`src/rtl/instr_sequencer.sv`:
```
// instr_sequencer: multi-cycle FETCH/DECODE/EXECUTE/WRITEBACK sequencer that
// schedules ALU operand/result latches and register-file controls per opcode.
//
// Ports:
//   clk, rst                 clock, synchronous active-high reset
//   start                    one-cycle pulse, leaves IDLE
//   imem_req, imem_addr      instruction fetch request and address (PC)
//   imem_valid, imem_rdata   fetch response
//   alu_ctrl                 ALU operation select (EXECUTE only)
//   enable_A/B/C             operand A/B and result C latch enables
//   rf_raddr_a/b             register-file read addresses (DECODE)
//   rf_we, rf_waddr          register-file write strobe/address (WRITEBACK)
//   busy, halted             status: active / stopped on HALT
//   illegal                  sticky illegal-opcode flag
//   instr_count              retired-instruction counter
module instr_sequencer #(
  parameter int unsigned PC_W = 8
) (
  input  logic            clk,
  input  logic            rst,
  input  logic            start,
  output logic            imem_req,
  output logic [PC_W-1:0] imem_addr,
  input  logic            imem_valid,
  input  logic [15:0]     imem_rdata,
  output logic [2:0]      alu_ctrl,
  output logic            enable_A,
  output logic            enable_B,
  output logic            enable_C,
  output logic [2:0]      rf_raddr_a,
  output logic [2:0]      rf_raddr_b,
  output logic            rf_we,
  output logic [2:0]      rf_waddr,
  output logic            busy,
  output logic            halted,
  output logic            illegal,
  output logic [15:0]     instr_count
);

  localparam int unsigned INSTR_W = 16;
  localparam int unsigned OP_W    = 3;
  localparam int unsigned REG_W   = 3;
  localparam int unsigned CNT_W   = 16;

  localparam logic [OP_W-1:0] OP_NOP     = 3'b000;
  localparam logic [OP_W-1:0] OP_ALU_MAX = 3'b100;
  localparam logic [OP_W-1:0] OP_HALT    = 3'b111;

  typedef enum logic [2:0] {
    S_IDLE      = 3'd0,
    S_FETCH     = 3'd1,
    S_DECODE    = 3'd2,
    S_EXECUTE   = 3'd3,
    S_WRITEBACK = 3'd4,
    S_HALT      = 3'd5
  } state_t;

  state_t             state, state_nxt;
  logic [PC_W-1:0]    pc, pc_nxt;
  logic [INSTR_W-1:0] ir, ir_nxt;
  logic               illegal_nxt;
  logic [CNT_W-1:0]   instr_count_nxt;

  // Instruction fields
  logic [OP_W-1:0]  op;
  logic [REG_W-1:0] rd, rs1, rs2;
  logic             op_is_alu;
  logic             op_is_illegal;

  assign op  = ir[15:13];
  assign rd  = ir[12:10];
  assign rs1 = ir[9:7];
  assign rs2 = ir[6:4];

  assign op_is_alu     = (op != OP_NOP) && (op <= OP_ALU_MAX);
  assign op_is_illegal = (op > OP_ALU_MAX) && (op != OP_HALT);

  // IR[3:0] is reserved in the instruction format and never decoded
  logic unused_ir_low;
  assign unused_ir_low = ^ir[3:0];

  // State and architectural registers; reset wins over any in-flight step
  always_ff @(posedge clk) begin
    if (rst) begin
      state       <= S_IDLE;
      pc          <= '0;
      ir          <= '0;
      illegal     <= 1'b0;
      instr_count <= '0;
    end else begin
      state       <= state_nxt;
      pc          <= pc_nxt;
      ir          <= ir_nxt;
      illegal     <= illegal_nxt;
      instr_count <= instr_count_nxt;
    end
  end

  // Next-state and Moore output decode from state and IR
  always_comb begin
    state_nxt       = state;
    pc_nxt          = pc;
    ir_nxt          = ir;
    illegal_nxt     = illegal;
    instr_count_nxt = instr_count;

    imem_req   = 1'b0;
    imem_addr  = pc;
    alu_ctrl   = '0;
    enable_A   = 1'b0;
    enable_B   = 1'b0;
    enable_C   = 1'b0;
    rf_raddr_a = '0;
    rf_raddr_b = '0;
    rf_we      = 1'b0;
    rf_waddr   = '0;
    busy       = 1'b0;
    halted     = 1'b0;

    case (state)
      S_IDLE: begin
        if (start) begin
          state_nxt = S_FETCH;
        end
      end

      S_FETCH: begin
        busy     = 1'b1;
        imem_req = 1'b1;
        if (imem_valid) begin
          ir_nxt    = imem_rdata;
          state_nxt = S_DECODE;
        end
      end

      S_DECODE: begin
        busy = 1'b1;
        if (op_is_alu) begin
          rf_raddr_a = rs1;
          rf_raddr_b = rs2;
          enable_A   = 1'b1;
          enable_B   = 1'b1;
          state_nxt  = S_EXECUTE;
        end else if (op == OP_HALT) begin
          state_nxt = S_HALT;
        end else begin
          // NOP and illegal opcodes retire here without touching the datapath
          pc_nxt          = pc + PC_W'(1);
          instr_count_nxt = instr_count + CNT_W'(1);
          illegal_nxt     = illegal | op_is_illegal;
          state_nxt       = S_FETCH;
        end
      end

      S_EXECUTE: begin
        busy      = 1'b1;
        alu_ctrl  = op;
        enable_C  = 1'b1;
        state_nxt = S_WRITEBACK;
      end

      S_WRITEBACK: begin
        busy            = 1'b1;
        rf_we           = 1'b1;
        rf_waddr        = rd;
        pc_nxt          = pc + PC_W'(1);
        instr_count_nxt = instr_count + CNT_W'(1);
        state_nxt       = S_FETCH;
      end

      S_HALT: begin
        halted = 1'b1;
      end

      default: begin
        state_nxt = S_IDLE;
      end
    endcase
  end

endmodule

```
`config.mk`:
```
export PLATFORM = sky130hd
export DESIGN_NAME = instr_sequencer
export DESIGN_NICKNAME = d
export VERILOG_FILES = /design/src/rtl/instr_sequencer.sv
export SDC_FILE = /design/constraint.sdc
export NUM_CORES = 1
export LEC_CHECK = 0
export ABC_AREA = 0
export CAP_MARGIN = 10
export CORE_MARGIN = 2
export CORE_UTILIZATION = 49
export DETAILED_ROUTE_END_ITERATION = 6
export PLACE_DENSITY_LB_ADDON = 0.12
export SLEW_MARGIN = 20
export SYNTH_ARGS = -nofsm -noshare
export SYNTH_HDL_FRONTEND = slang
export SYNTH_SLANG_ARGS = --single-unit
```
`constraint.sdc`:
```
create_clock -name clk -period 3.8 [get_ports clk]
set_input_delay 0.76 -clock clk [delete_from_list [all_inputs] [get_ports clk]]
set_output_delay 0.76 -clock clk [all_outputs]
set_load 0.03 [all_outputs]
```
==> key figures <==
Die
  – Initial Utilization: 0.502
  – Row count: 23
  – Die W: between 60 and 70 um
  – IO Pins: 64
  – Die height: approximately 67 um
  – Full die area: 4530 sq um
  – Core area: 3910 sq um

Detailed routing
  – Router iterations before antenna repair: 4
  – Vias: 1895
  – Antenna Violating Nets Remaining: 0
  – Residual DRC: 0
  – DRT Wirelength: 4480 um
  – First DRT Iteration DRCs: 86
  – Wire per inst: between 10 and 15 um
  – Vias/cell: 5.40

Timing
  – Final WS setup: approximately 510 ps
  – Rel. slew slack: 0.404
  – Unrepaired setup endpoints after global routing: no
  – Clock skew: 8.84 ps
  – Max Freq: about 300 MHz
  – Min Tclk post-route: around 3300 ps
  – Sum of negative setup slack: 0 ps
  – Worst Tran Pin Value: 891 ps
  – Fin. Hold Viols: 0
  – Fin. max-slew vios: 0
  – Final setup violation count: 0
  – Period utilization: 0.866

Pwr
  – Leakage: ~0.93 nW
  – Clock power frac: 0.397
  – Internal power: 663 uW
  – Switch share: 0.238
  – Combinational group share of total power: 0.098
  – VDD IR max: approximately 240 uV
  – Register share of total power: 0.505
  – PD cells: roughly 320 nW/um^2
  – Total power: just under 900 uW
  – Switching Power: slightly above 200 uW

Placement
  – Placed insts: 343
  – Port bufs: 59
  – Final HPWL DP: 3090 um
  – Placer Congestion: roughly 0.72
  – Dpl ws: ~800 ps

Yosys
  – Cell area after synthesis: 1960 sq um
  – Register bit total from synthesis: 40
  – Cells after Synth: 245
  – Part of the Yosys area used for sequential elements: 0.408
  – Post-Synth Simple-Gate Area: 0.315
  – Post-synthesis adder-cell area fraction: 0.0191
  – Syn nets: approximately 270
  – Multiplexer share of the synthesized area: 0.0223
  – Largest family of logic cells by synthesized area: simple AND/OR/NAND/NOR gates
  – Mean Syn Cell Area: 8.01 sq um
  – Synth Area in XOR/XNOR: 0.0134
  – Main flop type after synthesis: dfxtp_1
  – Post-synth EDFFs: 0
  – Asr flop ratio synth: 0
  – Netlist cell types: slightly above 40
  – Synth Area in Compound Gates: 0.178
  – Yosys warns: 0

Worst setup path
  – Top delay family on crit path: buffers and inverters
  – Instance count on the critical path: 7
  – Buf/Inv on CP: 2
  – Crit. Startpoint: ir[13]
  – Critical path, cell by cell: or2_2 -> ha_1 -> nand2_1 -> nor3_1 -> buf_4 -> and2_1 -> clkdlybuf4s50_1
  – Critical R2R Capture: instr_count[15]
  – CP Data Required Time: 3040 ps
  – RR Startpoint: ir[13]
  – Register-to-register setup slack: 1340 ps
  – Critical Path Max Stage Delay: 660 ps
  – Worst setup EP type: output pin
  – Crit path to: rf_raddr_b[1]
  – Crit-path max FO: 8
  – Kind of critical path: register to output pin
  – Slowest cell on crit path: clkdlybuf4s50_1
  – Crit path DAT: between 2000 and 3000 ps
  – Startpoint types: register
  – Worst r2r path cells: 7

Global routing
  – Initial antenna violation count: 0
  – Tot GR Track Use: 0.213
  – Pin count of the biggest net entering global routing: 40
  – Total grt overflow: 0
  – First-pass GRT wire length: roughly 7400 um
  – Vias in the first global route: between 1500 and 2000

Clocking
  – H-tree levels: 2
  – CTS tree: yes
  – Worst-Skew Late Latency: 300 ps
  – Root buffer cell: clkbuf_8
  – Worst-path clk slew: 70 ps
  – CTS Buf Count: 5
  – Number of clock sinks: 40
  – Postcts setup bufs: 0
  – Hold Buf Count CTS: 0
  – CTS Buffer Depth: 2
  – PostCTS Resize Cnt: 0

Finish
  – Antenna cells: 0
  – Final non-filler cell total: 351
  – Nets: 323
  – FILL cells: 354
  – Area delta synth->final: 36.8%
  – Layout cell share with drive strength beyond 1: 0.0565

Worst hold path
  – HP Class: register to register

Status
  – Outcome: finished, final reports clean

Run
  – Max_cap viols: 0
-- through the flow --
stage | hold WS, ps | area [sq um] | util
floorplan | 432 | 1960 | -
global placement | 437 | 2580 | 0.659
detailed placement | 445 | 2580 | 0.659
CTS | 453 | 2690 | 0.686
global route | 474 | 2690 | 0.686
finish | 450 | 2690 | 0.686
-- layer usage --
layer / track usage / up-vias / share of wire
li1: - / 980 / -
met1: 0.261 / 869 / 0.44
met2: 0.342 / 40 / 0.48
met3: 0.0800 / 6 / 0.060
met4: 0.0765 / 0 / 0.015
met5: 0 / - / 0
-- kinds of logic (layout without fill, tap and decap cells) --
| kind of cell | Yosys count | in the layout |
|---|---|---|
| fa+ha+maj | 3 | 3 |
| buf+inv | 21 | 77 |
| flops | 40 | 40 |
| mux | 4 | 4 |
| compound gates | 60 | 60 |
| xor+xnor | 3 | 3 |
| simple gates | 114 | 114 |
-- worst min-delay path by stage --
| stage | end | slack, ps | depth (start not counted) | startpoint |
|---|---|---|---|---|
| floorplan | ir[10] | 430 | 2 | ir[10] |
| global placement | ir[5] | 440 | 2 | ir[5] |
| detailed placement | ir[7] | 440 | 2 | ir[7] |
| CTS | ir[7] | 450 | 2 | ir[7] |
| global route | ir[10] | 470 | 2 | ir[10] |
| finish | ir[7] | 450 | 2 | ir[7] |
-- flip-flops by register name, indices dropped and copies added (netlist names) --
name	flops
ir	12
state	3
illegal	1
instr_count	16
imem_addr	8
-- power groups by stage --
stage,registers [mW],logic [mW],clock network (mW)
2_1_floorplan,0.448,0.0517,0
3_3_place_gp,0.449,0.0831,0
3_5_place_dp,0.449,0.0852,0
4_1_cts,0.439,0.0856,0.353
5_1_grt,0.441,0.0939,0.374
6_report,0.439,0.0850,0.346
-- worst min-delay path, cell delays in order (launching register included) --
cell	delay, ps
dfxtp_1	310
nand2_1	50
a21oi_1	50
-- cells in the mapped netlist, types with 2 or more instances --
cell | instances | area, sq um
dfxtp_1 | 40 | 801
nand2_1 | 36 | 135
a21oi_1 | 34 | 170
and2_1 | 14 | 87.6
nor2_1 | 14 | 52.6
clkbuf_1 | 9 | 33.8
o21ai_0 | 9 | 45.0
o31ai_1 | 9 | 67.6
or3_1 | 8 | 50.1
or4_1 | 8 | 60.1
inv_1 | 7 | 26.3
nand3_1 | 7 | 35.0
nand4_1 | 4 | 25.0
nor2b_1 | 4 | 25.0
nor3_1 | 4 | 20.0
and3_1 | 3 | 18.8
buf_2 | 3 | 15.0
ha_1 | 3 | 37.5
mux2_2 | 3 | 33.8
nand2b_1 | 2 | 12.5
nand3b_1 | 2 | 15.0
nor4_1 | 2 | 12.5
xor2_1 | 2 | 17.5
-- layout by cell type (no fill, tap or decap), types with 4 or more instances in the layout --
cell	n
or4_1	8
nand4_1	4
clkdlybuf4s50_1	59
dfxtp_1	40
and2_1	14
nand3_1	7
o31ai_1	9
or3_1	8
o21ai_0	9
nor2b_1	4
nand2_1	36
nor2_1	14
a21oi_1	34
inv_1	7
clkbuf_8	5
nor3_1	4
-- area by class of cell --
class                   count  area, sq um  share of cell area
multi-input cells         184         1080               0.401
flip-flops and latches     40          801               0.298
repair buffers             62          613               0.228
clock buffers               6         72.6              0.0270
well taps                  50         62.6              0.0233
clock inverters             2         35.0              0.0130
inverters                   7         26.3             0.00978
No activity file was read; power rests on OpenSTA's default activity.
